File: src/rtl/fetch_unit.sv
// Instruction-fetch stage: owns the PC, issues one imem request at a time and hands {instr, pc, pc+4} to decode.
// Optional build macro MISALIGN_TRAP_EN: a misaligned redirect traps into FAULT instead of being word-aligned.
module fetch_unit #(
    parameter int unsigned          WIDTH    = 32,
    parameter logic [WIDTH-1:0]     RESET_PC = WIDTH'(32'hBFC0_0000)
) (
    input  logic             clk,
    input  logic             rst_n,
    output logic             imem_req_valid,
    input  logic             imem_req_ready,
    output logic [WIDTH-1:0] imem_addr,
    input  logic             imem_rsp_valid,
    input  logic [WIDTH-1:0] imem_rdata,
    input  logic             redirect,
    input  logic [WIDTH-1:0] redirect_target,
    output logic             instr_valid,
    input  logic             instr_ready,
    output logic [WIDTH-1:0] instr,
    output logic [WIDTH-1:0] instr_pc,
    output logic [WIDTH-1:0] instr_pc_plus4,
    output logic             fetch_fault
);

    localparam logic [WIDTH-1:0] PC_STEP = WIDTH'(4);

`ifdef MISALIGN_TRAP_EN
    typedef enum logic [1:0] {S_REQ, S_WAIT, S_HOLD, S_FAULT} state_e;
`else
    typedef enum logic [1:0] {S_REQ, S_WAIT, S_HOLD} state_e;
`endif

    state_e           state_q, state_d;
    logic [WIDTH-1:0] pc_q, pc_d;
    logic             kill_q, kill_d;
    logic             instr_valid_q, instr_valid_d;
    logic [WIDTH-1:0] instr_q, instr_d;
    logic [WIDTH-1:0] instr_pc_q, instr_pc_d;
    logic [WIDTH-1:0] instr_pc_plus4_q, instr_pc_plus4_d;
    logic [WIDTH-1:0] target_c;
    logic [WIDTH-1:0] pc_plus4_c;

    assign pc_plus4_c = pc_q + PC_STEP;

`ifdef MISALIGN_TRAP_EN
    logic fault_q, fault_d;
    logic misaligned_c;

    assign target_c     = redirect_target;
    assign misaligned_c = |redirect_target[1:0];
    assign fetch_fault  = fault_q;
`else
    // Without the trap, targets are silently word-aligned.
    assign target_c     = redirect_target & ~WIDTH'(3);
    assign fetch_fault  = 1'b0;
`endif

    // Request channel is driven straight from state; held low while in reset.
    assign imem_req_valid = rst_n && (state_q == S_REQ);
    assign imem_addr      = pc_q;

    assign instr_valid    = instr_valid_q;
    assign instr          = instr_q;
    assign instr_pc       = instr_pc_q;
    assign instr_pc_plus4 = instr_pc_plus4_q;

    // Next-state: redirect outranks every other event in each state.
    always_comb begin
        state_d          = state_q;
        pc_d             = pc_q;
        kill_d           = kill_q;
        instr_valid_d    = instr_valid_q;
        instr_d          = instr_q;
        instr_pc_d       = instr_pc_q;
        instr_pc_plus4_d = instr_pc_plus4_q;
`ifdef MISALIGN_TRAP_EN
        fault_d          = fault_q;
`endif
        case (state_q)
            S_REQ: begin
                if (redirect) begin
                    pc_d = target_c;
                    if (imem_req_ready) begin
                        state_d = S_WAIT;
                        kill_d  = 1'b1;
                    end
                end else if (imem_req_ready) begin
                    state_d = S_WAIT;
                end
            end
            S_WAIT: begin
                if (redirect) begin
                    pc_d = target_c;
                    if (imem_rsp_valid) begin
                        state_d = S_REQ;
                        kill_d  = 1'b0;
                    end else begin
                        kill_d  = 1'b1;
                    end
                end else if (imem_rsp_valid) begin
                    if (kill_q) begin
                        kill_d  = 1'b0;
                        state_d = S_REQ;
                    end else begin
                        instr_d          = imem_rdata;
                        instr_pc_d       = pc_q;
                        instr_pc_plus4_d = pc_plus4_c;
                        instr_valid_d    = 1'b1;
                        state_d          = S_HOLD;
                    end
                end
            end
            S_HOLD: begin
                if (redirect) begin
                    pc_d          = target_c;
                    instr_valid_d = 1'b0;
                    state_d       = S_REQ;
                end else if (instr_ready) begin
                    pc_d          = pc_plus4_c;
                    instr_valid_d = 1'b0;
                    state_d       = S_REQ;
                end
            end
`ifdef MISALIGN_TRAP_EN
            S_FAULT: begin
                state_d = S_FAULT;
            end
`endif
            default: begin
                state_d = S_REQ;
            end
        endcase
`ifdef MISALIGN_TRAP_EN
        // A misaligned target is terminal; only reset leaves FAULT.
        if (redirect && misaligned_c && (state_q != S_FAULT)) begin
            state_d       = S_FAULT;
            fault_d       = 1'b1;
            pc_d          = pc_q;
            kill_d        = 1'b0;
            instr_valid_d = 1'b0;
        end
`endif
    end

    always_ff @(posedge clk or negedge rst_n) begin
        if (!rst_n) begin
            state_q          <= S_REQ;
            pc_q             <= RESET_PC;
            kill_q           <= 1'b0;
            instr_valid_q    <= 1'b0;
            instr_q          <= '0;
            instr_pc_q       <= '0;
            instr_pc_plus4_q <= '0;
        end else begin
            state_q          <= state_d;
            pc_q             <= pc_d;
            kill_q           <= kill_d;
            instr_valid_q    <= instr_valid_d;
            instr_q          <= instr_d;
            instr_pc_q       <= instr_pc_d;
            instr_pc_plus4_q <= instr_pc_plus4_d;
        end
    end

`ifdef MISALIGN_TRAP_EN
    always_ff @(posedge clk or negedge rst_n) begin
        if (!rst_n) begin
            fault_q <= 1'b0;
        end else begin
            fault_q <= fault_d;
        end
    end
`endif

endmodule

File: config.mk
export PLATFORM = sky130hd
export DESIGN_NAME = fetch_unit
export DESIGN_NICKNAME = d
export VERILOG_FILES = /design/src/rtl/fetch_unit.sv
export SDC_FILE = /design/constraint.sdc
export NUM_CORES = 1
export LEC_CHECK = 0
export CORE_MARGIN = 4
export CORE_UTILIZATION = 30
export CTS_CLUSTER_DIAMETER = 80
export DETAILED_ROUTE_END_ITERATION = 10
export PLACE_DENSITY = 0.63
export SYNTH_ARGS = -nofsm -noshare
export SYNTH_HDL_FRONTEND = slang
export SYNTH_SLANG_ARGS = --single-unit
File: constraint.sdc
create_clock -name clk -period 3.4 [get_ports clk]
set_clock_uncertainty 0.2 [all_clocks]
set_input_delay 0.68 -clock clk [delete_from_list [all_inputs] [get_ports clk]]
set_output_delay 0.68 -clock clk [all_outputs]
set_load 0.05 [all_outputs]
# == Word level (Yosys, flattened, before mapping) ==
# Index checks and enable logic that the tools add are counted.
# classes
n_addsub,1
eq_ne,10
mux,24
n_bitwise,2
n_reduce_logical,11
# ops
op,n
2-to-1 mux 32 bit,3
case mux 32 bit (2 select lines),1
adder 32 x 3 -> 32 bit (second input constant),1
2-to-1 mux 2 bit,7
2-to-1 mux 1 bit,10
!= test 2 bit (second input constant),5
AND reduction 4 bit,2
!= test 3 bit (second input constant),2
case mux 2 bit (3 select lines),1
AND reduction 3 bit,2
nonzero test 2 bit,3
AND reduction 5 bit,1
case mux 1 bit (2 select lines),2
== test 2 x 1 -> 1 bit (second input constant),1
== test 2 bit (second input constant),1
logical NOT 2 bit,1
!= test 2 x 1 -> 1 bit (second input constant),1
NOT 1 bit,2
OR reduction 2 bit,1
logical AND 1 bit,1
# totals
reg_bits,132
input_bits,70

# == Depth between registers and ports, before layout ==
# Gate-level depths: netlist (run 1).
# depth
word_depth,4
mapped_depth,8
mapped_depth_nobuf,5

# == Least setup slack after synthesis (run 1) ==
# No wires, ideal clock.
# synth_path
path_kind,reg-to-reg
startpoint,reg pc_q[2] (netlist: imem_addr[2])
endpoint,reg instr_pc_plus4_q[26] (netlist: instr_pc_plus4[26])
setup_ps,82
arrival_time_ps,2569
required_time_ps,3118
slack_ps,549
path_stages_with_launch,7
n_path_buf,1
cell_sequence,dfrtp_1 > ha_1 > nand4_4 > or4_4 > buf_6 > or4_1 > a31oi_1
# synth_via
elab_chain_cells,1
# synth_lines
item,line_no,rtl
from (decl),33,"logic [WIDTH-1:0] pc_q, pc_d;"
from (signal assigned),155,pc_q <= pc_d;
adder 32 x 3 -> 32 bit,42,assign pc_plus4_c = pc_q + PC_STEP;
to (signal assigned),160,instr_pc_plus4_q <= instr_pc_plus4_d;
to (decl),38,"logic [WIDTH-1:0] instr_pc_plus4_q, instr_pc_plus4_d;"
# No other way between the ends.
# A chain may end at the register's enable or synchronous reset.

# == Worst setup path after layout (run 1) ==
# layout_path
startpoint,in rst_n
endpoint,out imem_req_valid
# layout_via
elab_chain_cells,1
# layout_lines
item,line_no,rtl
from (decl),8,"input logic rst_n,"
logical AND 1 bit,58,assign imem_req_valid = rst_n && (state_q == S_REQ);
to (decl),9,"output logic imem_req_valid,"
# No other way between the ends.

==> impl_metrics.tcl, run 1 <==
set metrics [dict create \
    start_util 0.309 \
    peakVddDrop_mv 0.318 \
    grt-ovfl-total 0 \
    synth_cell_types 49 \
    h-tree-depth 4 \
    drt_first_iter_violations 400 \
    antenna_found_initial 0 \
    status "finished, final reports clean" \
    drc 0 \
    yosysTopAreaCell "dfrtp_1" \
    die_w_um 151 \
    antennaDiodeCount 0 \
    worstHoldPathType "reg2reg" \
    rsz0062_at_grt "false" \
    relSlewSlack 0.293 \
    vias 5721 \
    syn-cell-area_sq_um 6120 \
    max_stage_delay_ps 540 \
    synth_top_area_frac 0.478 \
    crit_chain "dlygate4sd3_1 > buf_6 > nor3b_1 > buf_12" \
    cts_buffers 17 \
    dr_wl_met3_um 1260 \
    ys.flop_type "dfrtp_1" \
    fmax_ghz 0.341 \
    synth_edf_count 0 \
    wirelength_um 19400 \
    clk_latency_ps 420 \
    slew_violations 0 \
    top_layer_used "met4" \
    dr_wl_met2_um 9000 \
    hold_viol 0 \
    grt_max_degree 102 \
    detail-route-antenna-nets 0 \
    grt_usage 0.169 \
    timing.critical_path.buf_inv 3 \
    nNetsFinal 952 \
    core-area_sq_um 19800 \
    area_growth_pct 44.4 \
    dr.pass1.iters 4 \
    final_cell_area_sq_um 8840 \
    io_pins 201 \
    cts_resized 0 \
    gp_congestion 0.789 \
    die_h_um 151 \
    dpl_cell_area_sq_um 8270 \
    grt_pass1_wl_um 30000 \
    drive_gt1_frac 0.0783 \
    cts_root_buffer "clkbuf_16" \
    leakagePower_nw 3.78 \
    finalCritPeriodShare 0.863 \
    power_density_nw_per_um2 951 \
    wl_met1_um 8830 \
    setup_tns_ps 0 \
    start_kind "input port" \
    die_area_sq_um 22800 \
    synthTopCellsByArea "dfrtp_1 48%, nand2_1 14%, o21ai_0 4.3%, dfstp_2 3.9%, clkbuf_1 3.1%" \
    grt_pass1_vias 5494 \
    max_slew.worst_pin.slew_ps 1060 \
    cap_violations 0 \
    synth.avg_cell_area_sq_um 8.56 \
    fill_cells 1966 \
    routed_via_density 4.94 \
    clk_pin_slew_worst_paths_ps 50 \
    async_flop_share 1.00 \
    crit_required_ps 2520 \
    yosysMostFrequentCell "nand2_1" \
    num_rows 51 \
    port_buffers 191 \
    finalSetupViolCount 0 \
    cp_max_fo 19 \
    clock_path_buffers 2 \
    crit_type "in2out" \
    cts.sink_count 126 \
    synthTopCellsByCount "234 x nand2_1, 117 x dfrtp_1, 52 x o21ai_0" \
    slowest_stage "dlygate4sd3_1" \
    synth-seq-cells 126 \
    crit_family "buffers and inverters" \
    end_kind "primary output" \
    yosysSeqAreaShare 0.517 \
    critPathArrivalTime_ps 2050 \
    seqCellArea_sq_um 3160 \
    yosysWarningCount 0 \
    multi_input_area_sq_um 2660 \
    cts_tree "yes" \
    dp_hpwl_um 13200 \
    min_period_ps 2930 \
    synth_cells 715 \
    avgRoutedWirePerCell_um 16.8 \
]
==> kinds of logic after synthesis <==
family	Yosys count	share of synthesized area
AND/OR/NAND/NOR	358	0.260
other	1	0.000613
AO/OA/AOI/OAI	134	0.140
adder cells (fa/ha/maj)	1	0.00204
buffers and inverters	78	0.0556
XOR/XNOR	15	0.0215
multiplexers	2	0.00347
flip-flops	126	0.517
==> metrics by stage <==
stage                     hold WS (ps)  power [mW]  instances  utilization  setup slack (ps)
after floorplan                    184        5.17        721            -               549
final                              270        8.40       1159        0.447               467
after global routing               287        8.81       1159        0.447               354
after global placement             257        6.71       1126        0.418               522
after CTS                          275        8.51       1159        0.447               442
after detailed placement           261        6.75       1126        0.418               469
==> final cells by class <==
| class | instances | area share |
|---|---|---|
| Inverter | 8 | 0.00340 |
| Multi-Input combinational cell | 517 | 0.301 |
| Clock inverter | 10 | 0.0102 |
| Clock buffer | 22 | 0.0525 |
| Timing Repair Buffer | 211 | 0.238 |
| Tap cell | 265 | 0.0375 |
| Sequential cell | 126 | 0.358 |
==> where the power goes <==
| part | internal [mW] | switching [mW] | total [mW] |
|---|---|---|---|
| clock | 1.04 | 0.677 | 1.72 |
| combinational | 1.34 | 2.87 | 4.21 |
| sequential | 2.09 | 0.382 | 2.47 |
| total | 4.47 | 3.93 | 8.40 |
==> flip-flops by register name, summed over array words and instances (netlist names) <==
| signal | flops |
|---|---|
| imem_addr | 30 |
| instr | 32 |
| instr_pc | 30 |
| instr_pc_plus4 | 30 |
| instr_valid | 1 |
| kill_q | 1 |
| state_q | 2 |
==> final timing paths <==
kind | startpoint | to | slack [ps] | depth (start not counted)
min in group asynchronous | rst_n | imem_addr[7]$_DFFE_PN0P_ | 460 | 2
worst min register to register | instr[10]$_DFFE_PN0P_ | instr[10]$_DFFE_PN0P_ | 270 | 2
worst min-delay path | instr[10]$_DFFE_PN0P_ | instr[10]$_DFFE_PN0P_ | 270 | 2
worst max register to register | imem_addr[2]$_DFFE_PN0P_ | imem_addr[30]$_DFFE_PN0P_ | 620 | 5
worst max-delay path | rst_n | imem_req_valid | 470 | 4
max in group asynchronous | rst_n | instr[12]$_DFFE_PN0P_ | 1490 | 3
==> repair_timing <==
item / CTS / global route
buffers inserted: 0 / 0
hold endpoints to repair: 15 / 0
hold buffers: 1 / 0
==> per-layer routing <==
metal / vias up / global-route usage
met5: - / 0
met4: 0 / 0.0567
met2: 175 / 0.271
met3: 24 / 0.0374
met1: 2750 / 0.226
li1: 2772 / -
==> worst min-delay path, stage by stage (launching register included) <==
cell and delay, ps:
dfrtp_1 340, nand2_1 50, nand2_1 50
==> layout by cell type (no fill, tap or decap), types with 3 or more instances in the layout <==
cell type and instances:
a211o_1 5, a21oi_1 10, a22oi_1 4, a2bb2oi_1 7, a31oi_1 18, and2_1 3, buf_12 3, buf_4 17
clkbuf_1 3, clkbuf_16 17, clkdlybuf4s50_1 189, clkinv_2 4, clkinvlp_4 3, conb_1 7, dfrtp_1 117, dfstp_2 9
inv_1 8, nand2_1 234, nand3_1 19, nand3b_1 4, nand4_1 12, nor2_1 32, nor3_1 12, nor4_1 7
o211ai_1 8, o21a_1 6, o21ai_0 52, o22ai_1 6, o311a_1 5, o31ai_1 7, or3_1 6, or4_1 14
xnor2_1 10, xor2_1 5
No activity file was read; power rests on OpenSTA's default activity.
==> inputs of run 2 (changes only) <==
--- a/config.mk
+++ b/config.mk
@@ -9,6 +9,7 @@
 export CORE_UTILIZATION = 30
 export CTS_CLUSTER_DIAMETER = 80
 export DETAILED_ROUTE_END_ITERATION = 10
+export MAX_ROUTING_LAYER = met4
 export PLACE_DENSITY = 0.63
 export SYNTH_ARGS = -nofsm -noshare
 export SYNTH_HDL_FRONTEND = slang
==> impl_metrics.tcl, run 2 (synthesis gave the netlist of run 1 again) <==
set metrics [dict create \
    peakVddDrop_mv 0.318 \
    largest_reg_flops 32 \
    fin_cells 1159 \
    avgRoutedWirePerCell_um 16.8 \
    routed_via_density 4.93 \
    crit_required_ps 2520 \
    dp.cells 1126 \
    min_period_ps 2950 \
    final_cell_mix "234 x nand2_1, 189 x clkdlybuf4s50_1, 117 x dfrtp_1" \
    start_kind "input port" \
    antenna_found_initial 0 \
    dp_hpwl_um 13200 \
    fill_cells 1966 \
    nNetsFinal 952 \
    end_kind "primary output" \
    cts_tree "yes" \
    cap_violations 0 \
    num_rows 51 \
    cts_buffers 17 \
    swShare 0.468 \
    detail-route-antenna-nets 0 \
    cts.sink_count 126 \
    regToRegSetupSlack_ps 620 \
    leakagePower_nw 3.78 \
    grt_pass1_vias 5484 \
    area_growth_pct 44.4 \
    cp_max_fo 19 \
    port_buffers 191 \
    dr.pass1.iters 8 \
    mostFrequentLayoutCell "nand2_1" \
    seqPwrFrac 0.294 \
    critPathArrivalTime_ps 2070 \
    rr_endpoint "imem_addr[30]$_DFFE_PN0P_" \
    die_h_um 151 \
    startpoint "rst_n" \
    combinationalPowerShare 0.501 \
    r2r_cells 5 \
    cts_resized 0 \
    die_area_sq_um 22800 \
    vias 5715 \
    slew_violations 0 \
    clock_path_buffers 2 \
    relSlewSlack 0.290 \
    drive_gt1_frac 0.0783 \
    cts_setup_buffers 0 \
    crit_family "buffers and inverters" \
    finalSetupViolCount 0 \
    io_pins 201 \
    clk_pin_slew_worst_paths_ps 50 \
    setup_tns_ps 0 \
    crit_type "in2out" \
    r2r-start "imem_addr[2]$_DFFE_PN0P_" \
    crit_chain "dlygate4sd3_1 > buf_6 > nor3b_1 > buf_12" \
    power_density_nw_per_um2 951 \
    cts_root_buffer "clkbuf_16" \
    status "finished, final reports clean" \
    holdBufCountCts 1 \
    grt_usage 0.174 \
    internal_power_mw 4.47 \
    switching_power_mw 3.93 \
    start_util 0.309 \
    antennaDiodeCount 0 \
    clk_latency_ps 420 \
    grt_max_degree 102 \
    drt_first_iter_violations 431 \
    die_w_um 151 \
    core-area_sq_um 19800 \
    whs_endpoint "instr[0]$_DFFE_PN0P_" \
    grt-ovfl-total 0 \
    wirelength_um 19500 \
    slowest_stage "dlygate4sd3_1" \
    drc 0 \
    timing.critical_path.buf_inv 3 \
    final_cell_area_sq_um 8840 \
    gp_congestion 0.800 \
    hold_viol 0 \
    max_slew.worst_pin.slew_ps 1070 \
    dpl_cell_area_sq_um 8270 \
    max_stage_delay_ps 540 \
    rsz0062_at_grt "false" \
    grt_pass1_wl_um 30000 \
    hold_depth 2 \
    h-tree-depth 4 \
    min_from "instr[0]$_DFFE_PN0P_" \
    finalCritPeriodShare 0.866 \
    fmax_ghz 0.340 \
    pwr-share-clk 0.204 \
    worstHoldPathType "reg2reg" \
]
==> run 2: cell counts in the layout (fill, tap and decap cells not counted) <==
No cell type changed its count.
==> run 2: layout make-up <==
cell class,count,area [sq um],share of cell area
well taps,265,332,0.0375
clock inverters,10,90.1,0.0102
flip-flops and latches,126,3160,0.358
multi-input cells,517,2660,0.301
clock buffers,22,464,0.0525
repair buffers,211,2100,0.238
inverters,8,30.0,0.00340
==> run 2: power by group through the flow <==
stage               sequential (mW)  clock [mW]  combinational (mW)
floorplan                      4.48           0               0.696
CTS                            2.48        1.77                4.25
global placement               2.49           0                4.23
finish                         2.47        1.72                4.21
detailed placement             2.50           0                4.24
global route                   2.56        1.82                4.42
==> run 2: per-stage QoR <==
stage / power, mW / worst slack, ps / hold WS [ps] / util
finish: 8.40 / 455 / 270 / 0.447
global route: 8.81 / 354 / 287 / 0.447
CTS: 8.51 / 442 / 275 / 0.447
detailed placement: 6.75 / 469 / 261 / 0.418
global placement: 6.71 / 522 / 257 / 0.418
floorplan: 5.17 / 549 / 184 / -
==> run 2: how the worst max path moves through the flow <==
stage / to / slack, ps / cells past startpoint
5_1_grt: imem_req_valid / 350 / 4
3_5_place_dp: imem_addr[30]$_DFFE_PN0P_ / 470 / 6
3_3_place_gp: imem_addr[30]$_DFFE_PN0P_ / 520 / 6
2_1_floorplan: instr_pc_plus4[26]$_DFFE_PN0P_ / 550 / 6
4_1_cts: imem_req_valid / 440 / 4
6_report: imem_req_valid / 450 / 4
==> run 2: routing by layer <==
layer	up-vias	share of wire	wire length, um	track usage
met2	185	0.46	9050	0.270
li1	2777	-	-	-
met1	2732	0.46	8970	0.229
met5	-	0	0	-
met3	21	0.061	1190	0.0356
met4	0	0.014	280	0.0553
==> run 2: worst min-delay path: stages, from the launching register on <==
cell     delay (ps)
dfrtp_1         330
nand2_1          50
nand2_1          50
==> inputs of run 3 (changes only) <==
--- a/config.mk
+++ b/config.mk
@@ -7,6 +7,7 @@
 export LEC_CHECK = 0
 export CORE_MARGIN = 4
 export CORE_UTILIZATION = 30
+export CTS_BUF_LIST = sky130_fd_sc_hd__clkbuf_8
 export CTS_CLUSTER_DIAMETER = 80
 export DETAILED_ROUTE_END_ITERATION = 10
 export MAX_ROUTING_LAYER = met4
==> constraint.sdc (replaced) <==
create_clock -name clk -period 3.45 [get_ports clk]
set_clock_uncertainty 0.2 [all_clocks]
set_input_delay 0.69 -clock clk [delete_from_list [all_inputs] [get_ports clk]]
set_output_delay 0.69 -clock clk [all_outputs]
set_load 0.05 [all_outputs]
==> impl_metrics.tcl, run 3 (synthesis gave the netlist of run 1 again) <==
set metrics [dict create \
    status "finished, final reports clean" \
    cap_violations 0 \
    drt_first_iter_violations 338 \
    port_buffers 191 \
    cts_tree "yes" \
    vias 5696 \
    grt_pass1_wl_um 29900 \
    end_kind "primary output" \
    io_pins 201 \
    cts_root_buffer "clkbuf_8" \
    critPathArrivalTime_ps 2130 \
    clk_pin_slew_worst_paths_ps 70 \
    pre_cts_ws_ps 488 \
    start_kind "input port" \
    drc 0 \
    detail-route-antenna-nets 0 \
    power_density_nw_per_um2 913 \
    grt_usage 0.174 \
    core-area_sq_um 19800 \
    wirelength_um 19400 \
    cp_max_fo 34 \
    num_rows 51 \
    setup_tns_ps 0 \
    crit_required_ps 2560 \
    antenna_found_initial 0 \
    rsz0062_at_grt "false" \
    clk_latency_ps 450 \
    relSlewSlack 0.280 \
    clock_path_buffers 2 \
    max_slew.worst_pin.slew_ps 1080 \
    dr.pass1.iters 5 \
    cts_resized 0 \
    finalCritPeriodShare 0.876 \
    finalSetupViolCount 0 \
    worst_slack_ps 428 \
    leakagePower_nw 3.71 \
    die_area_sq_um 22800 \
    cts_buffers 17 \
    die_h_um 151 \
    mostFrequentLayoutCell "nand2_1" \
    slew_violations 0 \
    peakVddDrop_mv 0.327 \
    grt_max_degree 102 \
    area_growth_pct 41.3 \
    routed_via_density 4.93 \
    crit_type "in2out" \
    min_period_ps 3020 \
    final_cell_mix "234 x nand2_1, 189 x clkdlybuf4s50_1, 117 x dfrtp_1" \
    grt_pass1_vias 5419 \
    avgRoutedWirePerCell_um 16.8 \
    drive_gt1_frac 0.0763 \
    start_util 0.309 \
    h-tree-depth 4 \
    fmax_ghz 0.331 \
    cts.sink_count 126 \
    dp_hpwl_um 13200 \
    antennaDiodeCount 0 \
    largest_reg_flops 32 \
    worstHoldPathType "reg2reg" \
    grt-ovfl-total 0 \
    hold_viol 0 \
    gp_congestion 0.790 \
    nNetsFinal 949 \
    die_w_um 151 \
    final_cell_area_sq_um 8650 \
    dpl_cell_area_sq_um 8240 \
]
[run 3: timing repair]
item / in CTS / in global routing
setup buffers: 0 / 0
endpoints found under the setup margin: 0 / 0
hold endpoints to repair: 25 / 0
hold buffers: 1 / 0
[run 3: power by group]
| part | switching [mW] | total (mW) | internal, mW | leakage (nW) |
|---|---|---|---|---|
| registers | 0.380 | 2.44 | 2.06 | 1.53 |
| clock network | 0.594 | 1.31 | 0.720 | 0.210 |
| logic | 2.83 | 4.14 | 1.32 | 1.97 |
[run 3: metal layers]
metal / part of all wire / track usage / vias to the layer above
li1: - / - / 2760
met1: 0.45 / 0.231 / 2734
met2: 0.47 / 0.269 / 181
met3: 0.061 / 0.0374 / 21
met4: 0.014 / 0.0499 / 0
met5: 0 / - / -
[run 3: layout make-up]
| cell class | instances | area, sq um |
|---|---|---|
| fill | 1947 | 11100 |
| clock inverter | 14 | 151 |
| tap | 265 | 332 |
| inverter | 8 | 30.0 |
| timing repair buffer | 208 | 2070 |
| multi-input combinational | 517 | 2660 |
| sequential | 126 | 3160 |
| clock buffer | 18 | 248 |
[run 3: critical path, stage by stage]
cell and delay [ps]:
dlygate4sd3_1 540, buf_6 300, nor3b_1 390, buf_12 190
[run 3: stage by stage]
| stage | util | std cells | hold WS (ps) | power [mW] |
|---|---|---|---|---|
| 5_1_grt | 0.437 | 1156 | 297 | 8.31 |
| 2_1_floorplan | - | 721 | 194 | 5.10 |
| 3_5_place_dp | 0.417 | 1123 | 261 | 6.65 |
| 6_report | 0.437 | 1156 | 274 | 7.89 |
| 3_3_place_gp | 0.417 | 1123 | 257 | 6.60 |
| 4_1_cts | 0.437 | 1156 | 279 | 7.99 |
[run 3: path summary, 6_finish.rpt]
kind / to / start / cells after the start / slack (ps)
min: instr_pc[22]$_DFFE_PN0P_ / instr_pc[22]$_DFFE_PN0P_ / 2 / 270
min reg2reg: instr_pc[22]$_DFFE_PN0P_ / instr_pc[22]$_DFFE_PN0P_ / 2 / 270
max in group asynchronous: instr[26]$_DFFE_PN0P_ / rst_n / 3 / 1530
max reg2reg: imem_addr[30]$_DFFE_PN0P_ / imem_addr[2]$_DFFE_PN0P_ / 5 / 600
max: imem_req_valid / rst_n / 4 / 430
min in group asynchronous: instr_pc_plus4[8]$_DFFE_PN0P_ / rst_n / 2 / 490
